--- src/rtl/td4_pkg.sv ---
// Shared TD4 definitions: program ROM geometry and the loader state encoding.
// Optional feature macro: TD4_LOADER_CKSUM_EN adds the CHECK and ERR states.
package td4_pkg;

  localparam int ROM_DEPTH = 16;
  localparam int WORD_W    = 8;
  localparam int ADDR_W    = 4;

  // The loader state is visible on a debug port, so the encoding is fixed here.
  typedef enum logic [2:0] {
    ST_IDLE  = 3'd0,
    ST_LOAD  = 3'd1,
    ST_RUN   = 3'd2
`ifdef TD4_LOADER_CKSUM_EN
    ,
    ST_CHECK = 3'd3,
    ST_ERR   = 3'd4
`endif
  } loader_state_t;

endpackage

--- src/rtl/td4_prog_ram.sv ---
// 16x8 program register file: one synchronous write port, one asynchronous
// read port, and every word cleared to zero by the asynchronous reset.
module td4_prog_ram
  import td4_pkg::*;
(
  input  logic              clk,
  input  logic              rst,
  input  logic              i_we,
  input  logic [ADDR_W-1:0] i_waddr,
  input  logic [WORD_W-1:0] i_wdata,
  input  logic [ADDR_W-1:0] i_raddr,
  output logic [WORD_W-1:0] o_rdata
);

  logic [WORD_W-1:0] r_mem [ROM_DEPTH];

  // Write port; reset clears the whole array so no stale program survives.
  always_ff @(posedge clk or posedge rst) begin
    if (rst) begin
      for (int i = 0; i < ROM_DEPTH; i++) r_mem[i] <= '0;
    end else if (i_we) begin
      r_mem[i_waddr] <= i_wdata;
    end
  end

  // Zero-latency read so the CPU sees the instruction in the same cycle.
  assign o_rdata = r_mem[i_raddr];

endmodule

--- src/rtl/td4_prog_loader.sv ---
// TD4 program loader: streams 16 program bytes into the program RAM while
// holding the CPU, then releases it. Optional macro TD4_LOADER_CKSUM_EN
// appends one checksum byte (sum of the 16 bytes modulo 256) that must match
// before the CPU is released; a mismatch parks the loader in ERR.
//
// Handshake: a byte transfers on a rising edge where ld_valid=1 and
// ld_ready=1. ld_ready depends on state only (LOAD or CHECK), never on
// ld_valid; ld_data is ignored in every other cycle. start wins over a
// coincident transfer: that byte is dropped and the load restarts at 0.
module td4_prog_loader
  import td4_pkg::*;
(
  input  logic              clk,
  input  logic              rst,
  input  logic              start,
  input  logic              ld_valid,
  input  logic [WORD_W-1:0] ld_data,
  output logic              ld_ready,
  input  logic [ADDR_W-1:0] cpu_addr,
  output logic [WORD_W-1:0] cpu_instr,
  output logic              cpu_hold,
  output logic              prog_done,
  output logic              err,
  output loader_state_t     dbg_state
);

  loader_state_t     r_state;
  loader_state_t     w_next;
  logic [ADDR_W-1:0] r_ptr;
  logic              w_xfer;
  logic              w_we;
  logic              w_last;

  assign w_xfer = ld_valid && ld_ready;
  assign w_last = (r_ptr == ADDR_W'(ROM_DEPTH - 1));
  assign w_we   = (r_state == ST_LOAD) && w_xfer && !start;

  // State register.
  always_ff @(posedge clk or posedge rst) begin
    if (rst) r_state <= ST_IDLE;
    else     r_state <= w_next;
  end

  // Write pointer: cleared by start, advanced by each accepted LOAD byte.
  always_ff @(posedge clk or posedge rst) begin
    if (rst)       r_ptr <= '0;
    else if (start) r_ptr <= '0;
    else if (w_we)  r_ptr <= r_ptr + 1'b1;
  end

`ifdef TD4_LOADER_CKSUM_EN
  logic [WORD_W-1:0] r_acc;

  // Running modulo-256 sum of the bytes written during LOAD.
  always_ff @(posedge clk or posedge rst) begin
    if (rst)        r_acc <= '0;
    else if (start) r_acc <= '0;
    else if (w_we)  r_acc <= r_acc + ld_data;
  end
`endif

  // Next-state decode; start overrides everything, including a transfer.
  always_comb begin
    w_next = r_state;
    if (start) begin
      w_next = ST_LOAD;
    end else begin
      case (r_state)
        ST_LOAD: begin
          if (w_xfer && w_last) begin
`ifdef TD4_LOADER_CKSUM_EN
            w_next = ST_CHECK;
`else
            w_next = ST_RUN;
`endif
          end
        end
`ifdef TD4_LOADER_CKSUM_EN
        ST_CHECK: begin
          if (w_xfer) w_next = (ld_data == r_acc) ? ST_RUN : ST_ERR;
        end
`endif
        default: w_next = r_state;
      endcase
    end
  end

  // Outputs are decoded purely from the registered state.
  always_comb begin
    ld_ready  = (r_state == ST_LOAD);
`ifdef TD4_LOADER_CKSUM_EN
    ld_ready  = ld_ready || (r_state == ST_CHECK);
    err       = (r_state == ST_ERR);
`else
    err       = 1'b0;
`endif
    prog_done = (r_state == ST_RUN);
    cpu_hold  = (r_state != ST_RUN);
  end

  assign dbg_state = r_state;

  td4_prog_ram u_ram (
    .clk     (clk),
    .rst     (rst),
    .i_we    (w_we),
    .i_waddr (r_ptr),
    .i_wdata (ld_data),
    .i_raddr (cpu_addr),
    .o_rdata (cpu_instr)
  );

endmodule
--- config.mk ---
export PLATFORM = sky130hd
export DESIGN_NAME = td4_prog_loader
export DESIGN_NICKNAME = d
export VERILOG_FILES = /design/src/rtl/td4_pkg.sv /design/src/rtl/td4_prog_ram.sv /design/src/rtl/td4_prog_loader.sv
export SDC_FILE = /design/constraint.sdc
export NUM_CORES = 1
export LEC_CHECK = 0
export CAP_MARGIN = 10
export CORE_ASPECT_RATIO = 0.9
export CORE_UTILIZATION = 40
export CTS_BUF_LIST = sky130_fd_sc_hd__clkbuf_8
export DETAILED_ROUTE_END_ITERATION = 8
export PLACE_DENSITY = 0.66
export RECOVER_POWER = 100
export SLEW_MARGIN = 20
export SYNTH_ARGS = -nofsm -noshare
export SYNTH_HDL_FRONTEND = slang
export SYNTH_SLANG_ARGS = --single-unit
--- constraint.sdc ---
create_clock -name clk -period 5.87 [get_ports clk]
set_input_delay 1.761 -clock clk [delete_from_list [all_inputs] [get_ports clk]]
set_output_delay 1.761 -clock clk [all_outputs]
set_load 0.05 [all_outputs]
# == Yosys cells after proc, flatten, opt, wreduce, memory -nomap -nowiden ==
# Index checks and enable logic that the tools add are counted.
# op_classes
addsub,1
n_lt_le_gt_ge,3
n_eq_ne,4
n_mux,11
n_bitwise,2
n_reduce_logical,10
# ops
cell,count
$bwmux W128,1
$bmux W8 S4,1
$demux W8 S4,1
$mux W8,3
$ge A5 B5 Y1 const B,2
$not A4 Y5,2
$mux W3,3
$mux W4,2
$reduce_bool A2 Y1,3
$logic_and A1 B1 Y1,5
$lt A5 B1 Y1 const B,1
$add A4 B1 Y4 const B,1
$eq A4 B4 Y1 const B,1
$eq A3 B1 Y1 const B,1
$eq A3 B2 Y1 const B,1
$ne A3 B2 Y1 const B,1
$reduce_and A2 Y1,1
$logic_not A1 Y1,1
# totals
ff_bits,135
in_bits,16
out_inout_bits,15
word_cells,49

# == Depth between registers and ports, before layout ==
# depth
depth_word,6
ltp_mapped,6
mapped_depth_nobuf,4

# == Hierarchy ==
# A second synthesis with hierarchy kept.
# unflattened
cells_unflattened,401
area_unflattened_um2,6273.5
# by_module_without_submodules
module,n_inst,cells_per_inst,area_each_um2,seq_area_each_um2
td4_prog_ram,1,369,5953.2,3203.1
td4_prog_loader,1,32,320.3,150.1

# == Worst setup path after synthesis ==
# No wires, ideal clock.
# synth_path
path_kind,in2out
start,in cpu_addr[0]
end,out cpu_instr[1]
arrival_ns,3.294
required_ns,4.109
setup_slack_ns,0.815
cell_stages,5
path_buffers,2
path_cell_list,clkbuf_1 buf_2 mux4_2 a22oi_1 nand2_1
# synth_between
elab_chain_len,4
# synth_rtl
item,line_no,rtl
from (decl),td4_prog_loader.sv:19,"input logic [ADDR_W-1:0] cpu_addr,"
$not A4 Y5 (not written as such),td4_prog_ram.sv:27,assign o_rdata = r_mem[i_raddr];
$bmux W8 S4,td4_prog_ram.sv:27,
$mux W8 (not written as such) (2 in a row),td4_prog_ram.sv:27,
to (decl),td4_prog_loader.sv:20,"output logic [WORD_W-1:0] cpu_instr,"
# Every way passes these cells. The select of a mux whose other input is x is not followed.

# == Final worst setup path ==
# layout_path
start,in cpu_addr[2]
end,out cpu_instr[1]
# Same word-level chain as after synthesis.

==> run_summary.xml <==
<?xml version="1.0" encoding="UTF-8"?>
<metrics>
  <group name="status">
    <metric name="run_status" unit="">complete, but fails checks</metric>
    <metric name="violations" unit="">capacitance limit, slew limit</metric>
  </group>
  <group name="clock_network">
    <metric name="clock_tree.buffer_depth" unit="">2</metric>
    <metric name="cts_tree" unit="">yes</metric>
    <metric name="insertion_delay" unit="ns">0.44</metric>
    <metric name="worst_setup_hold_path_clk_slew" unit="ns">0.07</metric>
    <metric name="clock-sinks" unit="">134</metric>
    <metric name="cts_hold_repair.buffers" unit="">0</metric>
    <metric name="cts_resized" unit="">0</metric>
    <metric name="cts.repair_timing.setup_buffer_count" unit="">0</metric>
    <metric name="cts-htree-levels" unit="">4</metric>
    <metric name="clock-root-buffer" unit="">sky130_fd_sc_hd__clkbuf_8</metric>
    <metric name="numCtsBuffers" unit="">17</metric>
  </group>
  <group name="place">
    <metric name="port_buffers" unit="">28</metric>
    <metric name="dp_hpwl" unit="um">8212</metric>
    <metric name="dp.cells" unit="">605</metric>
    <metric name="gp_routability_congestion" unit="">0.7570</metric>
  </group>
  <group name="worst_setup_path">
    <metric name="arrival_time_at_the_worst_endpoint" unit="ns">3.75</metric>
    <metric name="critical_path_required" unit="ns">4.11</metric>
    <metric name="critical_path.endpoint_type" unit="">primary output</metric>
    <metric name="critPathKind" unit="">primary input to primary output</metric>
    <metric name="reg2reg_slack" unit="ns">2.85</metric>
    <metric name="setup.worst_path.start_class" unit="">primary input</metric>
    <metric name="critical_path.max_fanout" unit="">8</metric>
  </group>
  <group name="sta">
    <metric name="tns" unit="ns">0</metric>
    <metric name="relSlewSlack" unit="%">-110.5</metric>
    <metric name="hold_violations" unit="">0</metric>
    <metric name="unrepaired_setup_endpoints_after_global_routing" unit="">no</metric>
    <metric name="slew_viol_final" unit="">113</metric>
    <metric name="worst_pin_slew" unit="ns">3.158</metric>
    <metric name="fmaxAchievable" unit="MHz">181.5</metric>
    <metric name="layout_worst_path_cycle_share" unit="%">93.84</metric>
    <metric name="setup_viols_final" unit="">0</metric>
    <metric name="worst_clock_skew" unit="ns">0.007918</metric>
    <metric name="fin_crit" unit="ns">5.508</metric>
  </group>
  <group name="cells_and_area">
    <metric name="nets" unit="">446</metric>
    <metric name="syn2layout_area_growth" unit="%">12.73</metric>
    <metric name="drive_above_1_share" unit="%">43.74</metric>
    <metric name="final_cell_count_without_fillers" unit="">637</metric>
    <metric name="n_antenna_cell" unit="">0</metric>
    <metric name="finalCoreUtilization" unit="%">46.80</metric>
    <metric name="fillers" unit="">1272</metric>
  </group>
  <group name="floorplan">
    <metric name="die_area" unit="sq um">15940</metric>
    <metric name="initial_utilization" unit="%">41.52</metric>
    <metric name="floorplan.rows" unit="">42</metric>
    <metric name="io_pins" unit="">31</metric>
    <metric name="die_width" unit="um">133.0</metric>
    <metric name="core_area" unit="sq um">14870</metric>
    <metric name="chipHeight" unit="um">119.9</metric>
  </group>
  <group name="routing">
    <metric name="final_antenna_net_count" unit="">0</metric>
    <metric name="route.detailed.drc" unit="">0</metric>
    <metric name="drt_first_pass_iters" unit="">4</metric>
    <metric name="routed_vias_inst" unit="">5.531</metric>
    <metric name="routed_wire_length_per_instance" unit="um">20.16</metric>
    <metric name="num_vias" unit="">3523</metric>
    <metric name="routed_wl" unit="um">12850</metric>
    <metric name="dr.first_iter.drc_count" unit="">227</metric>
  </group>
  <group name="yosys">
    <metric name="postSynthRegisterBits" unit="">134</metric>
    <metric name="ys_dominant_reg_cell" unit="">sky130_fd_sc_hd__dfrtp_1</metric>
    <metric name="synth_cell_type_count" unit="">34</metric>
    <metric name="synth_most_common_cell" unit="">sky130_fd_sc_hd__dfrtp_1</metric>
    <metric name="syn_area" unit="sq um">6175</metric>
    <metric name="ys_top_cells_by_area" unit="">sky130_fd_sc_hd__dfrtp_1, sky130_fd_sc_hd__mux2_2, sky130_fd_sc_hd__mux4_2, sky130_fd_sc_hd__a22oi_1, sky130_fd_sc_hd__mux2_4</metric>
    <metric name="yosysTopAreaCellShare" unit="%">54.31</metric>
    <metric name="count_of_flip_flops_with_a_built_in_enable_after_synthesis" unit="">0</metric>
    <metric name="synthesis.instances" unit="">398</metric>
    <metric name="count_of_yosys_warnings_during_synthesis" unit="">0</metric>
    <metric name="netlist.top_cell.by_area" unit="">sky130_fd_sc_hd__dfrtp_1</metric>
    <metric name="avgSynthCellArea" unit="sq um">15.51</metric>
    <metric name="ys_seq_area_share" unit="%">54.31</metric>
    <metric name="synth_commonest_cells" unit="">sky130_fd_sc_hd__dfrtp_1, sky130_fd_sc_hd__mux2_2, sky130_fd_sc_hd__mux4_2</metric>
    <metric name="async_flop_share" unit="%">100.0</metric>
  </group>
  <group name="global_route">
    <metric name="global_route_total_usage_across_every_layer" unit="%">17.58</metric>
    <metric name="grt_pass1_wl" unit="um">20600</metric>
    <metric name="groute.layer.met2.usage" unit="%">28.47</metric>
    <metric name="grt_antenna_before_repair" unit="">0</metric>
    <metric name="global_route.usage.met3" unit="%">3.929</metric>
    <metric name="globalRouteOverflowTotal" unit="">0</metric>
    <metric name="via_count_of_the_first_global_routing_pass" unit="">3717</metric>
    <metric name="gr-usage-met1" unit="%">23.43</metric>
    <metric name="grt_start_max_net_pins" unit="">84</metric>
    <metric name="globalRoute.busiestLayer" unit="">met2</metric>
  </group>
  <group name="flow_run">
    <metric name="timing.max_cap.violations" unit="">4</metric>
  </group>
  <group name="power">
    <metric name="leakage" unit="nW">3.300</metric>
    <metric name="pwr_density_cell" unit="nW/um^2">296.0</metric>
    <metric name="ir_drop" unit="V">0.0001774</metric>
  </group>
  <group name="hold_path">
    <metric name="hold_class" unit="">flip-flop to flip-flop</metric>
  </group>
</metrics>
-- cell families after synthesis --
family	count (synthesis)	share of synthesized area, %
mux	161	35.66
xor+xnor	2	0.2837
buf+inv	31	2.330
simple gates	46	4.317
flops	134	54.31
compound gates	19	2.229
other cells	1	0.06073
fa+ha+maj	4	0.8106
-- path summary, 6_finish.rpt --
path,from,to,cells past startpoint
worst min register to register,u_ram.r_mem[105],u_ram.r_mem[105],1
worst max register to register,dbg_state[1],u_ram.r_mem[4],3
min in group asynchronous,rst,u_ram.r_mem[49],2
worst min-delay path,u_ram.r_mem[105],u_ram.r_mem[105],1
worst max-delay path,cpu_addr[2],cpu_instr[1],5
max in group asynchronous,rst,u_ram.r_mem[105],3
-- area by class of cell --
cell class / instances / area [sq um] / share of cell area [%]
inverters: 5 / 18.77 / 0.2696
clock buffers: 18 / 247.7 / 3.559
multi-input cells: 234 / 2636 / 37.88
well taps: 198 / 247.7 / 3.559
flip-flops and latches: 134 / 3353 / 48.18
repair buffers: 34 / 296.5 / 4.260
clock inverters: 14 / 160.2 / 2.301
-- cell usage in the layout (no fill, tap or decap), drive strengths merged, types with 2 or more instances in the layout --
cell           netlist  final
ha                   4      4
clkdlybuf4s50        0     11
conb                 1      2
nand3               10     10
nand2               10     10
a22oi               16     16
nor2                 7      7
mux2               128    128
dlygate4sd3          0      8
clkinvlp             0      2
mux4                32     32
nor2b                5      5
clkbuf              16     26
nand4                3      3
clkinv               0      8
buf                 10      7
nor3b                2      2
bufinv               0      3
inv                  5      6
dfrtp              134    134
-- sequential cells by signal, indices dropped and copies added, names as in the netlist --
name	flops
r_ptr	4
dbg_state	2
u_ram.r_mem	128
-- critical path: stages --
cell                              delay (ns)
sky130_fd_sc_hd__clkdlybuf4s50_1        0.45
sky130_fd_sc_hd__nor2_1                 0.69
sky130_fd_sc_hd__a22oi_1                0.25
sky130_fd_sc_hd__nand2_1                0.13
sky130_fd_sc_hd__clkbuf_1               0.47
-- power breakdown --
part / total [W] / internal [W] / switching (W)
clock: 0.000787 / 0.000427 / 0.000360
sequential: 0.00104 / 0.000999 / 0.0000382
combinational: 0.000235 / 0.000118 / 0.000117
-- stage by stage --
step / area, sq um / hold WS [ns] / setup WS (ns) / power [W]
2_1_floorplan: 6178 / 0.4739 / 0.5262 / 0.001235
3_3_place_gp: 6629 / 0.4821 / 0.5955 / 0.001292
3_5_place_dp: 6629 / 0.4876 / 0.6110 / 0.001305
4_1_cts: 7037 / 0.5050 / 0.6108 / 0.002094
5_1_grt: 6960 / 0.5130 / 0.2698 / 0.002152
6_report: 6960 / 0.5001 / 0.3615 / 0.002060
-- layer usage --
metal	wire (um)	share of wire [%]
met3	537	4.2
met1	5948	46
met2	6165	48
met4	193	1.5
met5	0	0
Note: power is estimated with default switching activity, not from simulation.
==> variant, RTL diff (config.mk and constraints unchanged) <==
Change the package constant `WORD_W` from 8 to 6.
--- a/src/rtl/td4_pkg.sv
+++ b/src/rtl/td4_pkg.sv
@@ -3,7 +3,7 @@
 package td4_pkg;
 
   localparam int ROM_DEPTH = 16;
-  localparam int WORD_W    = 8;
+  localparam int WORD_W    = 6;
   localparam int ADDR_W    = 4;
 
   // The loader state is visible on a debug port, so the encoding is fixed here.
Interface: changed (resized cpu_instr and ld_data); port bits go from 31 to 27. The function was not compared with the original's and may differ.
==> variant against the unedited design <==
The flow still finishes with violations (capacitance limit, slew limit); design area shrank 25%; clock power shrank 42%; worst setup slack gained 0.061 ns; fmax grew 1.1%; die area shrank 21%; sequential cell count shrank 32; sequential share of layout area grew 0.50 points; total power shrank 31%; routed wire length shrank 25%; global-route usage shrank 0.43 points; count of clock-buffer cells in the layout shrank 9; synthesized area shrank 21%; critical path type unchanged; largest cell class unchanged; highest routed layer unchanged.
==> variant: results (changes against the unedited design) <==
The filler cell count came out at 1,051 (was 1,272). The worst hold path endpoint was u_ram.r_mem[3] (was u_ram.r_mem[105]). For the worst ir drop on vdd, the log shows 0.212 mV (was 0.177 mV). The area after detailed placement is 5200 µm² (was 6630 µm²). Critical register-to-register path endpoint: u_ram.r_mem[2] (was u_ram.r_mem[4]). For the detailed placement HPWL, the log shows 6.54 mm (was 8.21 mm). Cell types with the largest area share after synthesis: sky130_fd_sc_hd__dfrtp_1, sky130_fd_sc_hd__mux2_2, sky130_fd_sc_hd__mux4_2 (unchanged). Number of flip-flops in the largest register: 96 (was 128). The internal reg-to-reg setup slack is 3.38 ns (was 2.85 ns), and the worst-case headroom to the max-slew limit is -0.842 (was -1.11). Timing startpoint of the critical path: cpu_addr[3] (was cpu_addr[2]).

The largest driver fanout on the critical path is 6 (was 8). The largest stage delay on the critical path came out at 0.55 ns (was 0.69 ns). Power dissipated by switching net loads: 0.376 mW (was 0.515 mW).

Number of slew-limit violations in the final report: 73 (was 113). Capturing instance or port of the critical path: cpu_instr[2] (was cpu_instr[1]). The run gives 0.700 (was 0.757) as the routability-driven placement congestion ratio. The run gives 3.69 ns (was 3.75 ns) as the data arrival time of the critical path. Most instantiated cells after synthesis: sky130_fd_sc_hd__dfrtp_1, sky130_fd_sc_hd__mux2_2, sky130_fd_sc_hd__mux4_2 (unchanged).

The max-cap violation count was 1 (was 4); the post-synthesis sequential area ratio was 0.526 (was 0.543). The logic depth of the worst register-to-register path is 4 (was 3), and the number of different library cells in the post-synthesis netlist is 35 (was 34). The standard cell with the maximum stage delay on the critical path is sky130_fd_sc_hd__nor2b_1 (was sky130_fd_sc_hd__nor2_1). For the pin count of the biggest net entering global routing, the log shows 73 (was 84). Violated checks: capacitance limit, slew limit (unchanged). The tools report the via count as 2,692 (was 3,523).

The number of H-tree levels is 3 (was 4), and the clock slew seen by the registers of the worst setup and hold paths is 0.10 ns (was 0.07 ns). Number of instances in the placed design: 475 (was 605). The flow ran to the end, but the final reports show violations.
variant: cell count changes in the layout (fill, tap and decap cells not counted), moves of 4 or more:
cell                       unedited run  this run
sky130_fd_sc_hd__clkinv_2             5         0
sky130_fd_sc_hd__mux2_2             120        93
sky130_fd_sc_hd__nand2_1             10         6
sky130_fd_sc_hd__clkbuf_8            18         9
sky130_fd_sc_hd__mux4_2              32        24
sky130_fd_sc_hd__a22oi_1             16        12
sky130_fd_sc_hd__mux2_1               7         3
sky130_fd_sc_hd__dfrtp_1            134       102
variant: kinds of logic (layout without fill, tap and decap cells):
group	after synthesis	in the layout	share of synthesized area
other	1	2	0.000773
xor gates and xnor gates	2	2	0.00361
adders and majority gates	4	4	0.0103
muxes	121	121	0.338
DFF	102	102	0.526
AOI/OAI and AO/OA	16	16	0.0232
buffers and inverters	24	49	0.0271
and+or+nand+nor	39	39	0.0707
variant: power groups by stage:
stage / registers [mW] / logic, mW / clock network, mW
after floorplan: 0.792 / 0.154 / 0
after global placement: 0.801 / 0.191 / 0
after detailed placement: 0.803 / 0.196 / 0
after CTS: 0.789 / 0.196 / 0.472
after global routing: 0.797 / 0.199 / 0.503
final: 0.791 / 0.181 / 0.459
variant: area by class of cell:
cell class / count / share of cell area
sequential: 102 / 0.487
multi-input combinational: 184 / 0.388
timing repair buffer: 28 / 0.0453
tap: 156 / 0.0372
clock buffer: 9 / 0.0236
clock inverter: 7 / 0.0155
inverter: 5 / 0.00358
variant: layer usage:
| layer | share of wire | track usage |
|---|---|---|
| met1 | 0.48 | 0.236 |
| met2 | 0.47 | 0.265 |
| met3 | 0.038 | 0.0392 |
| met4 | 0.014 | 0.0641 |
| met5 | 0 | 0 |
